[config.mk]
export PLATFORM = sky130hd
export DESIGN_NAME = if_fetch_queue_flat
export DESIGN_NICKNAME = d
export VERILOG_FILES = /design/src/rtl/if_fetch_queue_pkg.sv /design/src/rtl/if_fetch_queue_if.sv /design/src/rtl/if_fetch_queue_inst_fifo.sv /design/src/rtl/if_fetch_queue.sv /design/src/flat_wrapper.sv
export SDC_FILE = /design/constraint.sdc
export NUM_CORES = 1
export LEC_CHECK = 0
export ABC_AREA = 1
export BUFFER_PORTS_ARGS = -buffer_cell sky130_fd_sc_hd__buf_4
export CAP_MARGIN = 20
export CELL_PAD_IN_SITES_DETAIL_PLACEMENT = 0
export CELL_PAD_IN_SITES_GLOBAL_PLACEMENT = 1
export CORE_UTILIZATION = 41
export DETAILED_ROUTE_END_ITERATION = 8
export HOLD_SLACK_MARGIN = 0.02
export PLACE_DENSITY = 0.87
export SLEW_MARGIN = 10
export SYNTH_ARGS = -nofsm -noshare
export SYNTH_HDL_FRONTEND = slang
export SYNTH_SLANG_ARGS = --single-unit
[constraint.sdc]
create_clock -name clk -period 4.6 [get_ports clk]
set_clock_uncertainty 0.2 [all_clocks]
set_input_delay 0.92 -clock clk [delete_from_list [all_inputs] [get_ports clk]]
set_output_delay 0.92 -clock clk [all_outputs]
set_load 0.05 [all_outputs]
[src/rtl/if_fetch_queue_pkg.sv]
// Shared types and constants for the instruction-fetch queue.
// Imported by the interface, the FIFO and the fetch controller.
package if_fetch_queue_pkg;

   typedef enum logic [1:0] {
      S_IDLE         = 2'b00,
      S_WAIT         = 2'b01,
      S_WAIT_DISCARD = 2'b10
   } fetch_state_e;

   localparam logic [31:0] PC_INCR   = 32'd4;
   localparam logic [31:0] ZERO_WORD = 32'h0;

   typedef struct packed {
      logic [31:0] pc;
      logic [31:0] inst;
   } fifo_entry_t;

   // Sequential fetch address; wraps modulo 2^32.
   function automatic logic [31:0] next_pc(input logic [31:0] pc);
      return pc + PC_INCR;
   endfunction

endpackage

[src/rtl/if_fetch_queue_if.sv]
// Memory-side and decode-side handshake bundle of the fetch queue.
// master = fetch queue view, slave = memory controller / decode view.
interface if_fetch_queue_if;
   logic        fetch_req_o;
   logic [31:0] fetch_pc_o;
   logic        mem_grant_i;
   logic        mem_pc_done_i;
   logic [31:0] mem_inst_i;
   logic        redirect_i;
   logic [31:0] redirect_pc_i;
   logic        if_valid_o;
   logic [31:0] if_pc_o;
   logic [31:0] if_inst_o;
   logic        id_ready_i;

   modport master (
      output fetch_req_o, fetch_pc_o, if_valid_o, if_pc_o, if_inst_o,
      input  mem_grant_i, mem_pc_done_i, mem_inst_i, redirect_i, redirect_pc_i, id_ready_i
   );

   modport slave (
      input  fetch_req_o, fetch_pc_o, if_valid_o, if_pc_o, if_inst_o,
      output mem_grant_i, mem_pc_done_i, mem_inst_i, redirect_i, redirect_pc_i, id_ready_i
   );
endinterface

[src/rtl/if_fetch_queue_inst_fifo.sv]
// Registered {pc, inst} FIFO; no write-to-head bypass.
// Flush and reset clear pointers and count; storage is left as is.
module inst_fifo
   import if_fetch_queue_pkg::*;
#(
   parameter int DEPTH = 4,
   localparam int AW = $clog2(DEPTH),
   localparam int CW = AW + 1
) (
   input  logic          clk,
   input  logic          rst,
   input  logic          push_i,
   input  logic          pop_i,
   input  logic          flush_i,
   input  fifo_entry_t   data_i,
   output fifo_entry_t   head_o,
   output logic [CW-1:0] count_o
);

   fifo_entry_t   mem_q [DEPTH];
   logic [AW-1:0] wr_ptr_q, wr_ptr_d;
   logic [AW-1:0] rd_ptr_q, rd_ptr_d;
   logic [CW-1:0] count_q, count_d;

   always_comb begin
      wr_ptr_d = wr_ptr_q;
      rd_ptr_d = rd_ptr_q;
      count_d  = count_q;
      if (flush_i) begin
         wr_ptr_d = '0;
         rd_ptr_d = '0;
         count_d  = '0;
      end else begin
         if (push_i) wr_ptr_d = wr_ptr_q + AW'(1);
         if (pop_i)  rd_ptr_d = rd_ptr_q + AW'(1);
         case ({push_i, pop_i})
            2'b10:   count_d = count_q + CW'(1);
            2'b01:   count_d = count_q - CW'(1);
            default: count_d = count_q;
         endcase
      end
   end

   always_ff @(posedge clk) begin
      if (rst) begin
         wr_ptr_q <= '0;
         rd_ptr_q <= '0;
         count_q  <= '0;
      end else begin
         wr_ptr_q <= wr_ptr_d;
         rd_ptr_q <= rd_ptr_d;
         count_q  <= count_d;
      end
   end

   always_ff @(posedge clk) begin
      if (!rst && !flush_i && push_i) mem_q[wr_ptr_q] <= data_i;
   end

   assign head_o  = mem_q[rd_ptr_q];
   assign count_o = count_q;

endmodule

[src/rtl/if_fetch_queue.sv]
// Instruction-fetch front end: owns the fetch PC, issues one memory request
// at a time and buffers returned instructions for decode.
//
// state          | meaning
// S_IDLE         | no request outstanding; request when a slot is free
// S_WAIT         | request accepted, instruction will be queued on done
// S_WAIT_DISCARD | request accepted before a redirect; its done is dropped
module if_fetch_queue
   import if_fetch_queue_pkg::*;
#(
   parameter int          DEPTH    = 4,
   parameter logic [31:0] RESET_PC = 32'h0
) (
   input  logic             clk,
   input  logic             rst,
   input  logic             rdy_in,
   if_fetch_queue_if.master bus
);

   localparam int CW = $clog2(DEPTH) + 1;

   fetch_state_e  state_q, state_d;
   logic [31:0]   fetch_pc_q, fetch_pc_d;
   logic          fetch_req;
   logic          push, pop, flush;
   logic          room, valid;
   logic [CW-1:0] count;
   fifo_entry_t   head;
   fifo_entry_t   push_data;

   assign room      = count < CW'(DEPTH);
   assign valid     = (count != '0) && !rst;
   assign push_data = '{pc: fetch_pc_q, inst: bus.mem_inst_i};

   always_comb begin
      state_d    = state_q;
      fetch_pc_d = fetch_pc_q;
      fetch_req  = 1'b0;
      push       = 1'b0;
      pop        = 1'b0;
      flush      = 1'b0;
      if (rdy_in && !rst) begin
         // Slot is reserved before issuing, so a push never finds the queue full.
         fetch_req = (state_q == S_IDLE) && room && !bus.redirect_i;
         if (bus.redirect_i) begin
            flush      = 1'b1;
            fetch_pc_d = bus.redirect_pc_i;
            if (state_q != S_IDLE)
               state_d = bus.mem_pc_done_i ? S_IDLE : S_WAIT_DISCARD;
         end else begin
            pop = valid && bus.id_ready_i;
            case (state_q)
               S_IDLE: if (fetch_req && bus.mem_grant_i) state_d = S_WAIT;
               S_WAIT: if (bus.mem_pc_done_i) begin
                  push       = 1'b1;
                  fetch_pc_d = next_pc(fetch_pc_q);
                  state_d    = S_IDLE;
               end
               S_WAIT_DISCARD: if (bus.mem_pc_done_i) state_d = S_IDLE;
               default: state_d = S_IDLE;
            endcase
         end
      end
   end

   always_ff @(posedge clk) begin
      if (rst) begin
         state_q    <= S_IDLE;
         fetch_pc_q <= RESET_PC;
      end else begin
         state_q    <= state_d;
         fetch_pc_q <= fetch_pc_d;
      end
   end

   inst_fifo #(.DEPTH(DEPTH)) u_inst_fifo (
      .clk     (clk),
      .rst     (rst),
      .push_i  (push),
      .pop_i   (pop),
      .flush_i (flush),
      .data_i  (push_data),
      .head_o  (head),
      .count_o (count)
   );

   assign bus.fetch_req_o = fetch_req;
   assign bus.fetch_pc_o  = fetch_pc_q;
   assign bus.if_valid_o  = valid;
   assign bus.if_pc_o     = valid ? head.pc   : ZERO_WORD;
   assign bus.if_inst_o   = valid ? head.inst : ZERO_WORD;

endmodule
[src/flat_wrapper.sv]
// flat-port wrapper written by rule: the top's interface ports become plain ports
module if_fetch_queue_flat import if_fetch_queue_pkg::*;
#(
   parameter int          DEPTH    = 4,
   parameter logic [31:0] RESET_PC = 32'h0
)
  (clk, rst, rdy_in, bus_fetch_req_o, bus_fetch_pc_o, bus_if_valid_o, bus_if_pc_o, bus_if_inst_o, bus_mem_grant_i, bus_mem_pc_done_i, bus_mem_inst_i, bus_redirect_i, bus_redirect_pc_i, bus_id_ready_i);
  if_fetch_queue_if bus_i ();
  input  logic clk;
  input  logic rst;
  input  logic rdy_in;
  output wire logic [$bits(bus_i.fetch_req_o)-1:0] bus_fetch_req_o;
  output wire logic [$bits(bus_i.fetch_pc_o)-1:0] bus_fetch_pc_o;
  output wire logic [$bits(bus_i.if_valid_o)-1:0] bus_if_valid_o;
  output wire logic [$bits(bus_i.if_pc_o)-1:0] bus_if_pc_o;
  output wire logic [$bits(bus_i.if_inst_o)-1:0] bus_if_inst_o;
  input wire logic [$bits(bus_i.mem_grant_i)-1:0] bus_mem_grant_i;
  input wire logic [$bits(bus_i.mem_pc_done_i)-1:0] bus_mem_pc_done_i;
  input wire logic [$bits(bus_i.mem_inst_i)-1:0] bus_mem_inst_i;
  input wire logic [$bits(bus_i.redirect_i)-1:0] bus_redirect_i;
  input wire logic [$bits(bus_i.redirect_pc_i)-1:0] bus_redirect_pc_i;
  input wire logic [$bits(bus_i.id_ready_i)-1:0] bus_id_ready_i;
  assign bus_fetch_req_o = bus_i.fetch_req_o;
  assign bus_fetch_pc_o = bus_i.fetch_pc_o;
  assign bus_if_valid_o = bus_i.if_valid_o;
  assign bus_if_pc_o = bus_i.if_pc_o;
  assign bus_if_inst_o = bus_i.if_inst_o;
  assign bus_i.mem_grant_i = bus_mem_grant_i;
  assign bus_i.mem_pc_done_i = bus_mem_pc_done_i;
  assign bus_i.mem_inst_i = bus_mem_inst_i;
  assign bus_i.redirect_i = bus_redirect_i;
  assign bus_i.redirect_pc_i = bus_redirect_pc_i;
  assign bus_i.id_ready_i = bus_id_ready_i;
  if_fetch_queue #(.DEPTH(DEPTH), .RESET_PC(RESET_PC)) u_core (.clk(clk), .rst(rst), .rdy_in(rdy_in), .bus(bus_i));
endmodule
# Yosys cells after proc, flatten, opt, wreduce, memory -nomap -nowiden
# Memories as Yosys holds them, arrays and structs flattened. A register that Yosys moved wholly into a read port is not among the register bits.
# Index checks and enable logic that the tools add are counted.
[op_classes]
addsub = 5
magnitude_cmp = 1
eq_ne = 7
muxes = 25
n_reduce_logical = 21
[ops]
columns = ["op", "n"]
rows = [
  ["32-bit two-way mux", 5],
  ["32-bit by 3-bit adder with 32-bit output (second input constant)", 1],
  ["2-bit two-way mux", 7],
  ["1-bit two-way mux", 11],
  ["1-bit logical AND", 8],
  ["2-bit nonzero test", 4],
  ["3-bit case mux with 2 select lines", 1],
  ["2-bit by 1-bit adder with 2-bit output (second input constant)", 2],
  ["2-bit by 1-bit equality test with 1-bit output (second input constant)", 2],
  ["2-bit equality test (second input constant)", 2],
  ["2-bit case mux with 2 select lines", 1],
  ["4-bit AND reduction", 1],
  ["2-bit OR reduction", 2],
  ["3-bit by 1-bit adder with 3-bit output (second input constant)", 1],
  ["1-bit zero test", 3],
  ["3-bit < comparator (second input constant)", 1],
  ["3-bit by 1-bit inequality test with 1-bit output (second input constant)", 1],
  ["3-bit inequality test (second input constant)", 1],
  ["3-bit AND reduction", 1],
  ["3-bit nonzero test", 1],
  ["3-bit by 1-bit subtractor with 3-bit output (second input constant)", 1],
  ["2-bit zero test", 1],
  ["2-bit by 1-bit inequality test with 1-bit output (second input constant)", 1],
]
[word_totals]
reg_bits = 41
ram_bits = 256
inputBits = 71
out_inout_bits = 98
elab_cells = 65
memories = 1
[memory_table]
columns = ["memory", "depth", "word_bits", "read_ports", "rd_clocked_by_memory_dff", "wr", "line", "source"]
rows = [
  ["u_core.u_inst_fifo.mem_q", 4, 64, 1, 1, 1, "if_fetch_queue_inst_fifo.sv:20", "fifo_entry_t mem_q [DEPTH];"],
]

# Depth between registers and ports, before layout
[depth]
ltp_word = 8
ltp_mapped = 15
depth_no_buf = 14

# Modules after synthesis
# A second synthesis with hierarchy kept.
[unflattened]
hier_cells = 1231
area_unflattened_um2 = 12918.6
[by_module_without_submodules]
columns = ["module", "n_inst", "cells_per_inst", "area_per_inst_um2", "seq_area_each_um2"]
rows = [
  ["inst_fifo", 1, 676, 9933.3, 7867.5],
  ["if_fetch_queue", 1, 555, 2985.4, 680.7],
]

# Worst setup path before layout
# No wires, ideal clock.
[synth_timing]
path_kind = "in2reg"
from = "input rst"
to = "memory u_core.u_inst_fifo.mem_q[0][0] (netlist name), enable pin"
setup_ns = 0.486
t_arrival_ns = 4.218
required_time_ns = 3.914
slack_ns = -0.304
cell_stages = 8
path_buffers = 1
cell_sequence = "buf_6 inv_2 nand2_2 inv_1 nand2_1 nor2_1 inv_2 nor2_1"
[synth_between]
elab_chain_len = 8
word_cells_on_any_way = 9
cone_classes = "mux (4); reduce/logical (5)"
[synth_lines]
columns = ["element", "line", "source"]
rows = [
  ["from (decl)", "flat_wrapper.sv:10", "input logic rst;"],
  ["1-bit zero test *", "if_fetch_queue_inst_fifo.sv:57, if_fetch_queue.sv:42", ""],
  ["1-bit logical AND", "if_fetch_queue.sv:42", "if (rdy_in && !rst) begin"],
  ["1-bit two-way mux", "if_fetch_queue.sv:42", ""],
  ["1-bit zero test", "if_fetch_queue_inst_fifo.sv:57", "if (!rst && !flush_i && push_i) mem_q[wr_ptr_q] <= data_i;"],
  ["1-bit logical AND", "if_fetch_queue_inst_fifo.sv:57", ""],
  ["1-bit logical AND *", "if_fetch_queue_inst_fifo.sv:57", ""],
  ["1-bit two-way mux *", "if_fetch_queue_inst_fifo.sv:57", ""],
  ["1-bit two-way mux (not written as such) *", "if_fetch_queue_inst_fifo.sv:57", ""],
  ["to (decl)", "if_fetch_queue_inst_fifo.sv:20", ""],
]
# Every way passes the cells marked *; elsewhere a longest branch is shown, timed or not.

==> load_flow_metrics.sql <==
INSERT INTO impl_metrics (metric_group, metric, value, unit) VALUES
('logic_synthesis', 'syn-num-nets', '1306', ''),
('logic_synthesis', 'syn_area', '12800', 'µm²'),
('layout', 'most-common-layout-cells', '312 x nor2_1, 256 x edfxtp_1, 181 x buf_4', ''),
('clock_network', 'cts_post_setup_buffers_inserted', '0', ''),
('place', 'place_area', '14500', 'µm²'),
('power', 'internal_power', '4.53', 'mW'),
('power', 'total_power_consumption_of_the_routed_design', '5.68', 'mW'),
('sta', 'final_min_period_over_clock_period', '79.2', '%'),
('logic_synthesis', 'library_cell_occupying_the_most_area_in_the_post_synthesis_netlist', 'edfxtp_1', ''),
('layout', 'post-route-cell-area', '15600', 'µm²'),
('run_status', 'status', 'finished, final reports clean', ''),
('global_route', 'first_pass_grt_wire_length', '47500', 'µm'),
('power', 'combinational_power_share', '3.3', '%'),
('critical_path', 'setup.worst_path.start_class', 'flip-flop', ''),
('drt', 'router_iterations_before_antenna_repair', '5', ''),
('drt', 'drt-wirelength-per-cell', '16.9', 'µm'),
('die', 'core-area', '30700', 'µm²'),
('clock_network', 'clockRootBuffer', 'clkbuf_16', ''),
('power', 'leakage', '5.64', 'nW'),
('global_route', 'grt-ovfl-total', '0', ''),
('drt', 'drc', '0', ''),
('clock_network', 'tritoncts', 'done', ''),
('logic_synthesis', 'netlist_top_cells_area', 'edfxtp_1 60%, nor2_1 9.3%, dfxtp_1 6.7%', ''),
('flow_run', 'max_cap_violations', '0', ''),
('clock_network', 'cts.htree.levels', '2', ''),
('sta', 'tightest_slew', '0.823', 'ns'),
('power', 'peakVddDrop', '0.190', 'mV'),
('logic_synthesis', 'synth_seq_area_share', '66.7', '%'),
('logic_synthesis', 'postSynth.topFlopCell', 'edfxtp_1', ''),
('logic_synthesis', 'synth.yosys.warnings', '0', ''),
('place', 'post-dp-hpwl', '18600', 'µm'),
('global_route', 'grt.total_usage', '19.3', '%'),
('sta', 'max-slew-margin-rel', '45.1', '%'),
('global_route', 'number_of_antenna_violations_at_the_first_check_in_global_routing', '0', ''),
('die', 'std_cell_rows', '64', ''),
('place', 'io_buffers', '168', ''),
('place', 'numPlacedInstances', '1744', ''),
('die', 'die_area', '32000', 'µm²'),
('sta', 'finalWorstPathRequiredPeriod', '3.64', 'ns'),
('critical_path', 'required', '3.48', 'ns'),
('power', 'power-per-cell-area', '365', 'nW/µm²'),
('sta', 'final-max-slew-violation-count', '0', ''),
('die', 'floorplan.die.height', '179', 'µm'),
('die', 'initial_utilization', '41.8', '%'),
('clock_network', 'numCtsBuffers', '34', ''),
('clock_network', 'clk_pin_slew_worst_paths', '0.06', 'ns'),
('clock_network', 'post_cts_resized', '0', ''),
('layout', 'nNetsFinal', '1464', ''),
('critical_path', 'critPathArrivalTime', '2.52', 'ns'),
('logic_synthesis', 'yosys.area.top_type_share', '60.0', '%'),
('critical_path', 'worst_path_largest_cell_delay', '0.61', 'ns'),
('drt', 'num_vias', '9178', ''),
('logic_synthesis', 'post_synth_inst_count', '1226', ''),
('clock_network', 'ctsHoldBuffers', '0', ''),
('layout', 'utilization', '50.7', '%'),
('drt', 'ant_nets', '0', ''),
('clock_network', 'tritoncts_num_sinks', '299', ''),
('die', 'ios', '169', ''),
('clock_network', 'cts-root-to-sink-buffers', '3', ''),
('critical_path', 'maximum_fanout_along_the_worst_path', '62', ''),
('layout', 'final_cell_count_no_fill', '1803', ''),
('drt', 'postRouteWirelength', '30400', 'µm'),
('clock_network', 'worstSkewPairLatency', '0.50', 'ns'),
('layout', 'drive_above_1_share', '20.4', '%'),
('logic_synthesis', 'cell_variety_after_synth', '36', ''),
('layout', 'flow.area_growth_from_synthesis', '21.5', '%'),
('critical_path', 'critical_path.most_common_cell', 'buf_4', ''),
('layout', 'most_common_library_cell_in_the_layout_ignoring_fill_and_taps', 'nor2_1', ''),
('critical_path', 'endpoint_kind', 'primary output', ''),
('die', 'die_x', '179', 'µm'),
('critical_path', 'crit_type', 'reg2out', '');
[registers in the layout, indices dropped and copies added, names as in the netlist, named ones only]
signal                       count
u_core.u_inst_fifo.mem_q       256
u_core.state_q                   2
u_core.u_inst_fifo.rd_ptr_q      2
u_core.u_inst_fifo.count_o       3
u_core.bus.fetch_pc_o           32
u_core.u_inst_fifo.wr_ptr_q      2
[power by group through the flow]
stage	Sequential [mW]	Combinational (mW)	Clock, mW
after floorplan	3.05	0.0709	0
after CTS	2.97	0.188	2.58
after global routing	2.97	0.204	2.69
final	2.97	0.187	2.52
after global placement	3.02	0.184	0
after detailed placement	3.02	0.187	0
[final cells by class]
type / count / area (µm²)
flip-flops and latches: 299 / 8550
repair buffers: 186 / 1460
multi-input cells: 810 / 3790
clock buffers: 44 / 952
inverters: 53 / 203
fillers: 2710 / 15100
clock inverters: 15 / 105
well taps: 396 / 495
[layer usage]
| metal | GRT usage, % | part of all wire [%] | vias to the layer above |
|---|---|---|---|
| met1 | 26.3 | 44 | 4341 |
| met4 | 4.56 | 1.6 | 0 |
| li1 | - | - | 4524 |
| met2 | 32.2 | 48 | 275 |
| met3 | 3.10 | 5.8 | 38 |
| met5 | 0 | 0 | - |
[cells by family (layout without fill, tap and decap cells)]
kind of cell / after synthesis / in the layout / synth area share, %
AOI/OAI and AO/OA: 277 / 277 / 11.4
adders and majority gates: 9 / 9 / 0.938
buffers and inverters: 117 / 298 / 3.89
DFF: 299 / 299 / 66.7
and+or+nand+nor: 524 / 524 / 17.0
[synth_stat cells (all sizes together), types with 2 or more instances]
cell,number
a21oi,107
a211oi,2
edfxtp,256
or2,2
o31ai,5
buf,37
ha,8
clkbuf,27
nand2,150
a22o,2
nor2,336
dfxtp,43
nor3,3
o21ai,157
nand3,32
inv,53
a31oi,2
[final timing paths]
check	cells past startpoint	slack (ns)	startpoint	endpoint
max	5	0.96	flip-flop	bus_if_pc_o[5]
min	2	0.27	u_core.u_inst_fifo.rd_ptr_q[1]	flip-flop
max reg2reg	12	2.27	u_core.u_inst_fifo.count_o[0]	u_core.u_inst_fifo.count_o[2]
min reg2reg	2	0.27	u_core.u_inst_fifo.rd_ptr_q[1]	flip-flop
[stage by stage]
step           hold WS [ns]  setup WS [ns]  TNS (ns)
2_1_floorplan         0.233         -0.304    -77.93
3_3_place_gp          0.238           1.03         0
3_5_place_dp          0.264          0.974         0
4_1_cts               0.276          0.932         0
5_1_grt               0.294          0.781         0
6_report              0.270          0.955         0
[critical path: cells and delay by family (launching register included)]
kind / cells / cell delay (ns)
AOI/OAI and AO/OA: 2 / 0.42
buffers and inverters: 3 / 1.25
DFF: 1 / 0.35
No activity file was read; power rests on OpenSTA's default activity.
